## src/rtl/ntt_pkg.sv

```systemverilog
// rtl/ntt_pkg.sv - shared types, defaults and bit helpers for the NTT address generator
//
// Contents:
//   state_t          controller state encoding (IDLE, RUN, FIN, ERR)
//   N_LOG_MAX_DEF    default maximum log2 transform size
//   FN_W             working width of the helper functions
//   insert_zero_bit  returns x with a 0 bit inserted at position pos
package ntt_pkg;

  typedef enum logic [1:0] {
    IDLE = 2'd0,
    RUN  = 2'd1,
    FIN  = 2'd2,
    ERR  = 2'd3
  } state_t;

  localparam int N_LOG_MAX_DEF = 12;
  localparam int FN_W          = 32;

  // Bits below pos stay in place, bits at pos and above move up by one.
  function automatic logic [FN_W-1:0] insert_zero_bit(input logic [FN_W-1:0] x,
                                                      input logic [31:0]     pos);
    logic [FN_W-1:0] low_mask;
    low_mask = (FN_W'(1) << pos) - FN_W'(1);
    return ((x & ~low_mask) << 1) | (x & low_mask);
  endfunction

endpackage

```

## src/rtl/ntt_addr_lane.sv

```systemverilog
// rtl/ntt_addr_lane.sv - combinational butterfly index to (u, v, w) address mapping for one lane
//
// Ports:
//   bl     in   N_LOG_MAX  butterfly index for this lane
//   s      in   NLW        stage number (1..n_log)
//   n_log  in   NLW        log2 transform size
//   u      out  N_LOG_MAX  upper operand address
//   v      out  N_LOG_MAX  lower operand address (u + half_m)
//   w      out  N_LOG_MAX  twiddle index
import ntt_pkg::*;

module ntt_addr_lane #(
  parameter int N_LOG_MAX = N_LOG_MAX_DEF,
  parameter int NLW       = $clog2(N_LOG_MAX + 1)
) (
  input  logic [N_LOG_MAX-1:0] bl,
  input  logic [NLW-1:0]       s,
  input  logic [NLW-1:0]       n_log,
  output logic [N_LOG_MAX-1:0] u,
  output logic [N_LOG_MAX-1:0] v,
  output logic [N_LOG_MAX-1:0] w
);

  logic [N_LOG_MAX-1:0] half_m;
  logic [N_LOG_MAX-1:0] j;

  always_comb begin
    half_m = N_LOG_MAX'(1) << (s - NLW'(1));
    j      = bl & (half_m - N_LOG_MAX'(1));
    u      = N_LOG_MAX'(insert_zero_bit(FN_W'(bl), 32'(s - NLW'(1))));
    v      = u | half_m;
    // Out-of-range shift (only possible with illegal inputs in IDLE) yields 0.
    w      = j << (n_log - s);
  end

endmodule

```

## src/rtl/ntt_addr_gen.sv

```systemverilog
// rtl/ntt_addr_gen.sv - runtime-sized forward/inverse NTT butterfly address generator
//
// Optional feature macro: NTT_ADDR_GEN_STALL_CNT_EN (adds the stall_cnt output).
//
// Ports:
//   clk, rst                 clock, synchronous active-high reset
//   start, inverse, n_log    transform request, mode and log2 size (sampled in IDLE)
//   ready                    downstream accepts the current beat
//   addr_u, addr_v, addr_w   per-lane operand/twiddle addresses, lane 0 in the LSBs
//   stage, inv_out           current stage and latched mode
//   valid, last              beat present / final beat of the transform
//   busy, done, err          not idle / end-of-transform pulse / illegal-size pulse
//   stall_cnt                cycles with valid && !ready (macro builds only)
import ntt_pkg::*;

module ntt_addr_gen #(
  parameter int N_LOG_MAX = N_LOG_MAX_DEF,
  parameter int LANES     = 1,
  parameter int NLW       = $clog2(N_LOG_MAX + 1)
) (
  input  logic                       clk,
  input  logic                       rst,
  input  logic                       start,
  input  logic                       inverse,
  input  logic [NLW-1:0]             n_log,
  input  logic                       ready,
  output logic [LANES*N_LOG_MAX-1:0] addr_u,
  output logic [LANES*N_LOG_MAX-1:0] addr_v,
  output logic [LANES*N_LOG_MAX-1:0] addr_w,
  output logic [NLW-1:0]             stage,
  output logic                       inv_out,
  output logic                       valid,
  output logic                       last,
  output logic                       busy,
  output logic                       done,
  output logic                       err
`ifdef NTT_ADDR_GEN_STALL_CNT_EN
  ,
  output logic [31:0]                stall_cnt
`endif
);

  localparam logic [31:0]          NMAX_U    = 32'(N_LOG_MAX);
  localparam logic [31:0]          LANES_LOG = 32'($clog2(LANES));
  localparam logic [N_LOG_MAX-1:0] LANES_W   = N_LOG_MAX'(LANES);

  state_t               state;
  logic [N_LOG_MAX-1:0] b_q;
  logic [NLW-1:0]       nlog_q;

  // Cursor of the beat to be presented next; its addresses are computed
  // by the lanes and captured into the output registers on load.
  logic [N_LOG_MAX-1:0] nb;
  logic [N_LOG_MAX-1:0] half_n;
  logic [NLW-1:0]       ns;
  logic [NLW-1:0]       nl;
  logic [NLW-1:0]       final_s;
  logic                 nmode;
  logic                 nlast;
  logic                 legal;
  logic                 load;

  logic [LANES*N_LOG_MAX-1:0] nu;
  logic [LANES*N_LOG_MAX-1:0] nv;
  logic [LANES*N_LOG_MAX-1:0] nw;

  always_comb begin
    // LANES is a power of two, so 2^n_log >= 2*LANES <=> n_log > log2(LANES).
    legal = (n_log != '0) && (32'(n_log) <= NMAX_U) && (32'(n_log) > LANES_LOG);
    nb    = '0;
    ns    = stage;
    if (state == IDLE) begin
      nl     = n_log;
      nmode  = inverse;
      half_n = N_LOG_MAX'(1) << (nl - NLW'(1));
      ns     = inverse ? n_log : NLW'(1);
    end else begin
      nl     = nlog_q;
      nmode  = inv_out;
      half_n = N_LOG_MAX'(1) << (nl - NLW'(1));
      if (b_q + LANES_W == half_n) begin
        ns = inv_out ? (stage - NLW'(1)) : (stage + NLW'(1));
      end else begin
        nb = b_q + LANES_W;
      end
    end
    final_s = nmode ? NLW'(1) : nl;
    nlast   = (ns == final_s) && (nb == half_n - LANES_W);
    load    = ((state == IDLE) && start && legal) ||
              ((state == RUN) && valid && ready && !last);
  end

  for (genvar l = 0; l < LANES; l++) begin : g_lane
    ntt_addr_lane #(
      .N_LOG_MAX (N_LOG_MAX),
      .NLW       (NLW)
    ) u_lane (
      .bl    (nb + N_LOG_MAX'(l)),
      .s     (ns),
      .n_log (nl),
      .u     (nu[l*N_LOG_MAX +: N_LOG_MAX]),
      .v     (nv[l*N_LOG_MAX +: N_LOG_MAX]),
      .w     (nw[l*N_LOG_MAX +: N_LOG_MAX])
    );
  end

  // Control FSM.
  always_ff @(posedge clk) begin
    if (rst) begin
      state <= IDLE;
      valid <= 1'b0;
      busy  <= 1'b0;
      done  <= 1'b0;
      err   <= 1'b0;
`ifdef NTT_ADDR_GEN_STALL_CNT_EN
      stall_cnt <= '0;
`endif
    end else begin
      case (state)
        IDLE: begin
          if (start) begin
            busy <= 1'b1;
`ifdef NTT_ADDR_GEN_STALL_CNT_EN
            stall_cnt <= '0;
`endif
            if (legal) begin
              state <= RUN;
              valid <= 1'b1;
            end else begin
              state <= ERR;
              done  <= 1'b1;
              err   <= 1'b1;
            end
          end
        end
        RUN: begin
          if (valid && ready && last) begin
            state <= FIN;
            valid <= 1'b0;
            done  <= 1'b1;
          end
`ifdef NTT_ADDR_GEN_STALL_CNT_EN
          if (valid && !ready && (stall_cnt != '1)) begin
            stall_cnt <= stall_cnt + 32'd1;
          end
`endif
        end
        FIN, ERR: begin
          state <= IDLE;
          busy  <= 1'b0;
          done  <= 1'b0;
          err   <= 1'b0;
        end
        default: state <= IDLE;
      endcase
    end
  end

  // Beat datapath: everything here is held while a beat is stalled.
  always_ff @(posedge clk) begin
    if (rst) begin
      b_q     <= '0;
      nlog_q  <= '0;
      stage   <= '0;
      inv_out <= 1'b0;
      last    <= 1'b0;
      addr_u  <= '0;
      addr_v  <= '0;
      addr_w  <= '0;
    end else if (load) begin
      b_q     <= nb;
      nlog_q  <= nl;
      stage   <= ns;
      inv_out <= nmode;
      last    <= nlast;
      addr_u  <= nu;
      addr_v  <= nv;
      addr_w  <= nw;
    end else if ((state == RUN) && valid && ready) begin
      last <= 1'b0;
    end
  end

endmodule

```

## config.mk

```make
export PLATFORM = sky130hd
export DESIGN_NAME = ntt_addr_gen
export DESIGN_NICKNAME = d
export VERILOG_FILES = /design/src/rtl/ntt_pkg.sv /design/src/rtl/ntt_addr_lane.sv /design/src/rtl/ntt_addr_gen.sv
export SDC_FILE = /design/constraint.sdc
export NUM_CORES = 1
export LEC_CHECK = 0
export BUFFER_PORTS_ARGS = -buffer_cell sky130_fd_sc_hd__buf_2
export CORE_MARGIN = 2
export CORE_UTILIZATION = 35
export DETAILED_ROUTE_END_ITERATION = 10
export GPL_TIMING_DRIVEN = 0
export MAX_ROUTING_LAYER = met4
export PLACE_DENSITY = 0.57
export SYNTH_ARGS = -nofsm -noshare
export SYNTH_HDL_FRONTEND = slang
export SYNTH_SLANG_ARGS = --single-unit
```

## constraint.sdc

```tcl
create_clock -name clk -period 5.2 [get_ports clk]
set_input_delay 0.26 -clock clk [delete_from_list [all_inputs] [get_ports clk]]
set_output_delay 0.26 -clock clk [all_outputs]
set_load 0.01 [all_outputs]
```

==> results.sh <==
export IMPL_cts_max_level=3
export IMPL_cp_end_kind="flip-flop"
export IMPL_synth_async_reset_ratio=0
export IMPL_drt_wirelength_per_cell_um=19.30
export IMPL_min_from="start"
export IMPL_flow_area_growth_from_synthesis_pct=26.91
export IMPL_r2r_end="addr_w[11]$_SDFFE_PP0P_"
export IMPL_first_global_vias=5512
export IMPL_floorplan_die_area_um2=16650
export IMPL_floorplan_die_height_um=129.0
export IMPL_post_synth_most_frequent_cells="nor2_1 (99), nand2_1 (78), dfxtp_1 (64)"
export IMPL_r2r_setup_slack_ps=120
export IMPL_num_nets_final=858
export IMPL_drt_pass1_iter_count=6
export IMPL_final_cell_area_um2=6945
export IMPL_worst_slew_margin_rel=0.4688
export IMPL_tightestPinTransition_ps=796.7
export IMPL_cp_startpoint="b_q[0]$_SDFFE_PP0P_"
export IMPL_max_vdd_ir_drop_uv=224.0
export IMPL_initial_core_util=0.3587
export IMPL_num_antenna_cells=0
export IMPL_grt_overflow=0
export IMPL_clkSinkCount=64
export IMPL_power_per_cell_area_nw_per_um2=335.5
export IMPL_drcViolationCount=0
export IMPL_finalHoldWorstSlack_ps=186.5
export IMPL_synth_area_top_cells="dfxtp_1 (23%), nor2_1 (6.8%), nand2_1 (5.3%), a21oi_1 (3.5%), a211oi_1 (3.3%)"
export IMPL_synthesis_instances=744
export IMPL_antenna_found_initial=0
export IMPL_cts_hold_buf=0
export IMPL_holdCritPathClass="primary input to flip-flop"
export IMPL_min_to="state[0]$_SDFFE_PP0P_"
export IMPL_layout_worst_path_cycle_share=0.9766
export IMPL_dp_cells=1007
export IMPL_detailed_route_vias_per_instance=5.826
export IMPL_crit_required_ps=5450
export IMPL_routed_wl_um=20240
export IMPL_route_vias_total=6111
export IMPL_hpwl_after_dpl_um=14930
export IMPL_route_antenna_remaining_nets=0
export IMPL_outcome="completed"
export IMPL_timing_clock_skew_ps=6.886
export IMPL_final_min_clock_period_ps=5078
export IMPL_core_area_um2=15260
export IMPL_synthMostInstantiatedCell="nor2_1"
export IMPL_layout_core_utilization=0.4552
export IMPL_clkTransAtPathRegs_ps=60
export IMPL_mean_cell_area_of_the_mapped_netlist_um2=7.356
export IMPL_placed_area_um2=5997
export IMPL_leakage_nw=2.658
export IMPL_cts_max_path_buffers=2
export IMPL_top_level_ports=55
export IMPL_synth_warning_count=0
export IMPL_num_fill_cells=1596
export IMPL_overall_power_mw=2.330
export IMPL_tritoncts="built"
export IMPL_grt_first_pass_wirelength_um=30760
export IMPL_post_synth_instance_area_um2=5473
export IMPL_synth_seq_area_share=0.2341
export IMPL_count_of_endpoints_failing_hold_in_the_final_timing_report=0
export IMPL_cell_rows=45
export IMPL_synthDistinctLibCells=90
export IMPL_cts_buffers_inserted=9
export IMPL_rr_worst_depth=20
export IMPL_mappedNetlistNets=768
export IMPL_drt_iter0_drc=588
export IMPL_pin_count_of_the_biggest_net_entering_global_routing=13
export IMPL_die_w_um=129.0
export IMPL_portBuffers=52
export IMPL_clock_latency_ps=350
export IMPL_max_cap_viol_count=0
export IMPL_rr_startpoint="b_q[0]$_SDFFE_PP0P_"
export IMPL_finalWeightedCongestion=0.9888
export IMPL_crit_type="flip-flop to flip-flop"
export IMPL_hold_path_depth=2
export IMPL_critical_path_startpoint_type="flip-flop"
export IMPL_synth_flop_cell="dfxtp_1"
export IMPL_drive_gt1_frac=0.2399
export IMPL_number_of_register_bits_inferred_by_synthesis=64
export IMPL_cp_arrival_ps=5330
export IMPL_clock_tree_root_cell="clkbuf_16"
export IMPL_synthDominantAreaCellType="dfxtp_1"
export IMPL_finalSetupViolations=0
export IMPL_fin_cells=1049
export IMPL_synth_top_area_frac=0.2341
export IMPL_achievable_frequency_ghz=0.1969
export IMPL_report_final_slew_viol_count=0
export IMPL_grt_util_all_layers=0.2470
export IMPL_path_max_fanout=9
export IMPL_synth_edf_count=0
cell usage in the layout, fill, tap and decap left out, types with 16 or more instances in the layout:
master    synthesis  layout
o21ai_0          35      31
a211oi_1         24      22
a21oi_1          38      37
nand3_1          29      27
xnor2_1          17      16
clkbuf_1         36      26
nand2_1          78      74
buf_2             6      54
buf_4             2      36
inv_1            22      21
nor2_1           99      99
nor3_1           29      28
dfxtp_1          64      58
per-stage QoR:
stage	worst slack [ps]	TNS, ps
after floorplan	27.88	0
after global placement	-1058	-16800
after detailed placement	-1031	-16940
after CTS	0.7785	0
after global routing	-88.27	-263.7
final	121.7	0
kinds of logic after synthesis:
logic type | after synthesis | synth area share
simple gates | 324 | 0.2954
mux | 16 | 0.02995
compound gates | 220 | 0.2961
buf+inv | 74 | 0.05510
flops | 64 | 0.2341
fa+ha+maj | 15 | 0.03704
xor+xnor | 31 | 0.05236
how the worst max path moves through the flow:
stage                     slack [ps]  depth (start not counted)                       to
after floorplan                   30                         22   addr_w[9]$_SDFFE_PP0P_
after global placement         -1060                         22   addr_w[9]$_SDFFE_PP0P_
after detailed placement       -1030                         22   addr_w[9]$_SDFFE_PP0P_
after CTS                        0.8                         20  addr_w[11]$_SDFFE_PP0P_
after global routing             -90                         23  addr_w[10]$_SDFFE_PP0P_
final                            120                         20  addr_w[11]$_SDFFE_PP0P_
layer usage:
layer,track usage,routed length [µm],part of all wire
met2,0.3819,9219,0.46
met3,0.03716,1303,0.064
met4,0.09591,636,0.031
met5,-,0,0
met1,0.3259,9083,0.45
power by group:
part	internal (mW)	switching, mW
Combinational	0.433	0.695
Clock	0.416	0.234
Sequential	0.526	0.0278
registers in the layout, summed over array words and instances, names as in the netlist:
register,flops
busy,1
b_q,12
addr_v,12
addr_w,12
state,2
done,1
err,1
nlog_q,4
inv_out,1
last,1
stage,4
addr_u,12
valid,1
final cells by class:
| type | count | area (µm²) | area share |
|---|---|---|---|
| sequential | 64 | 1294 | 0.1863 |
| timing repair buffer | 83 | 493.0 | 0.07098 |
| clock inverter | 6 | 83.83 | 0.01207 |
| buffer | 47 | 234.0 | 0.03369 |
| clock buffer | 9 | 225.2 | 0.03243 |
| multi-input combinational | 606 | 4262 | 0.6136 |
| inverter | 23 | 90.09 | 0.01297 |
| tap | 211 | 264.0 | 0.03801 |
worst max-delay path, cell delays in order, from the launching register on:
cell	delay (ps)
dfxtp_4	370
ha_4	170
nand3_2	110
or3_4	370
a2111oi_4	450
o31ai_4	110
nand4b_4	280
o21ba_4	270
or2_1	230
buf_4	180
ha_2	210
or2_2	290
a211o_1	310
nand2_4	100
mux2i_1	230
o31a_1	200
a21bo_2	240
and2_2	230
o311ai_4	270
o211ai_1	170
a311oi_2	220
timing repair:
item	4_1_cts	5_1_grt
endpoints found under the setup margin	34	32
pin swaps	13	26
resized for setup	42	58
endpoints found under the hold margin	0	0
setup buffers	14	17
(Power assumes the default switching activity.)
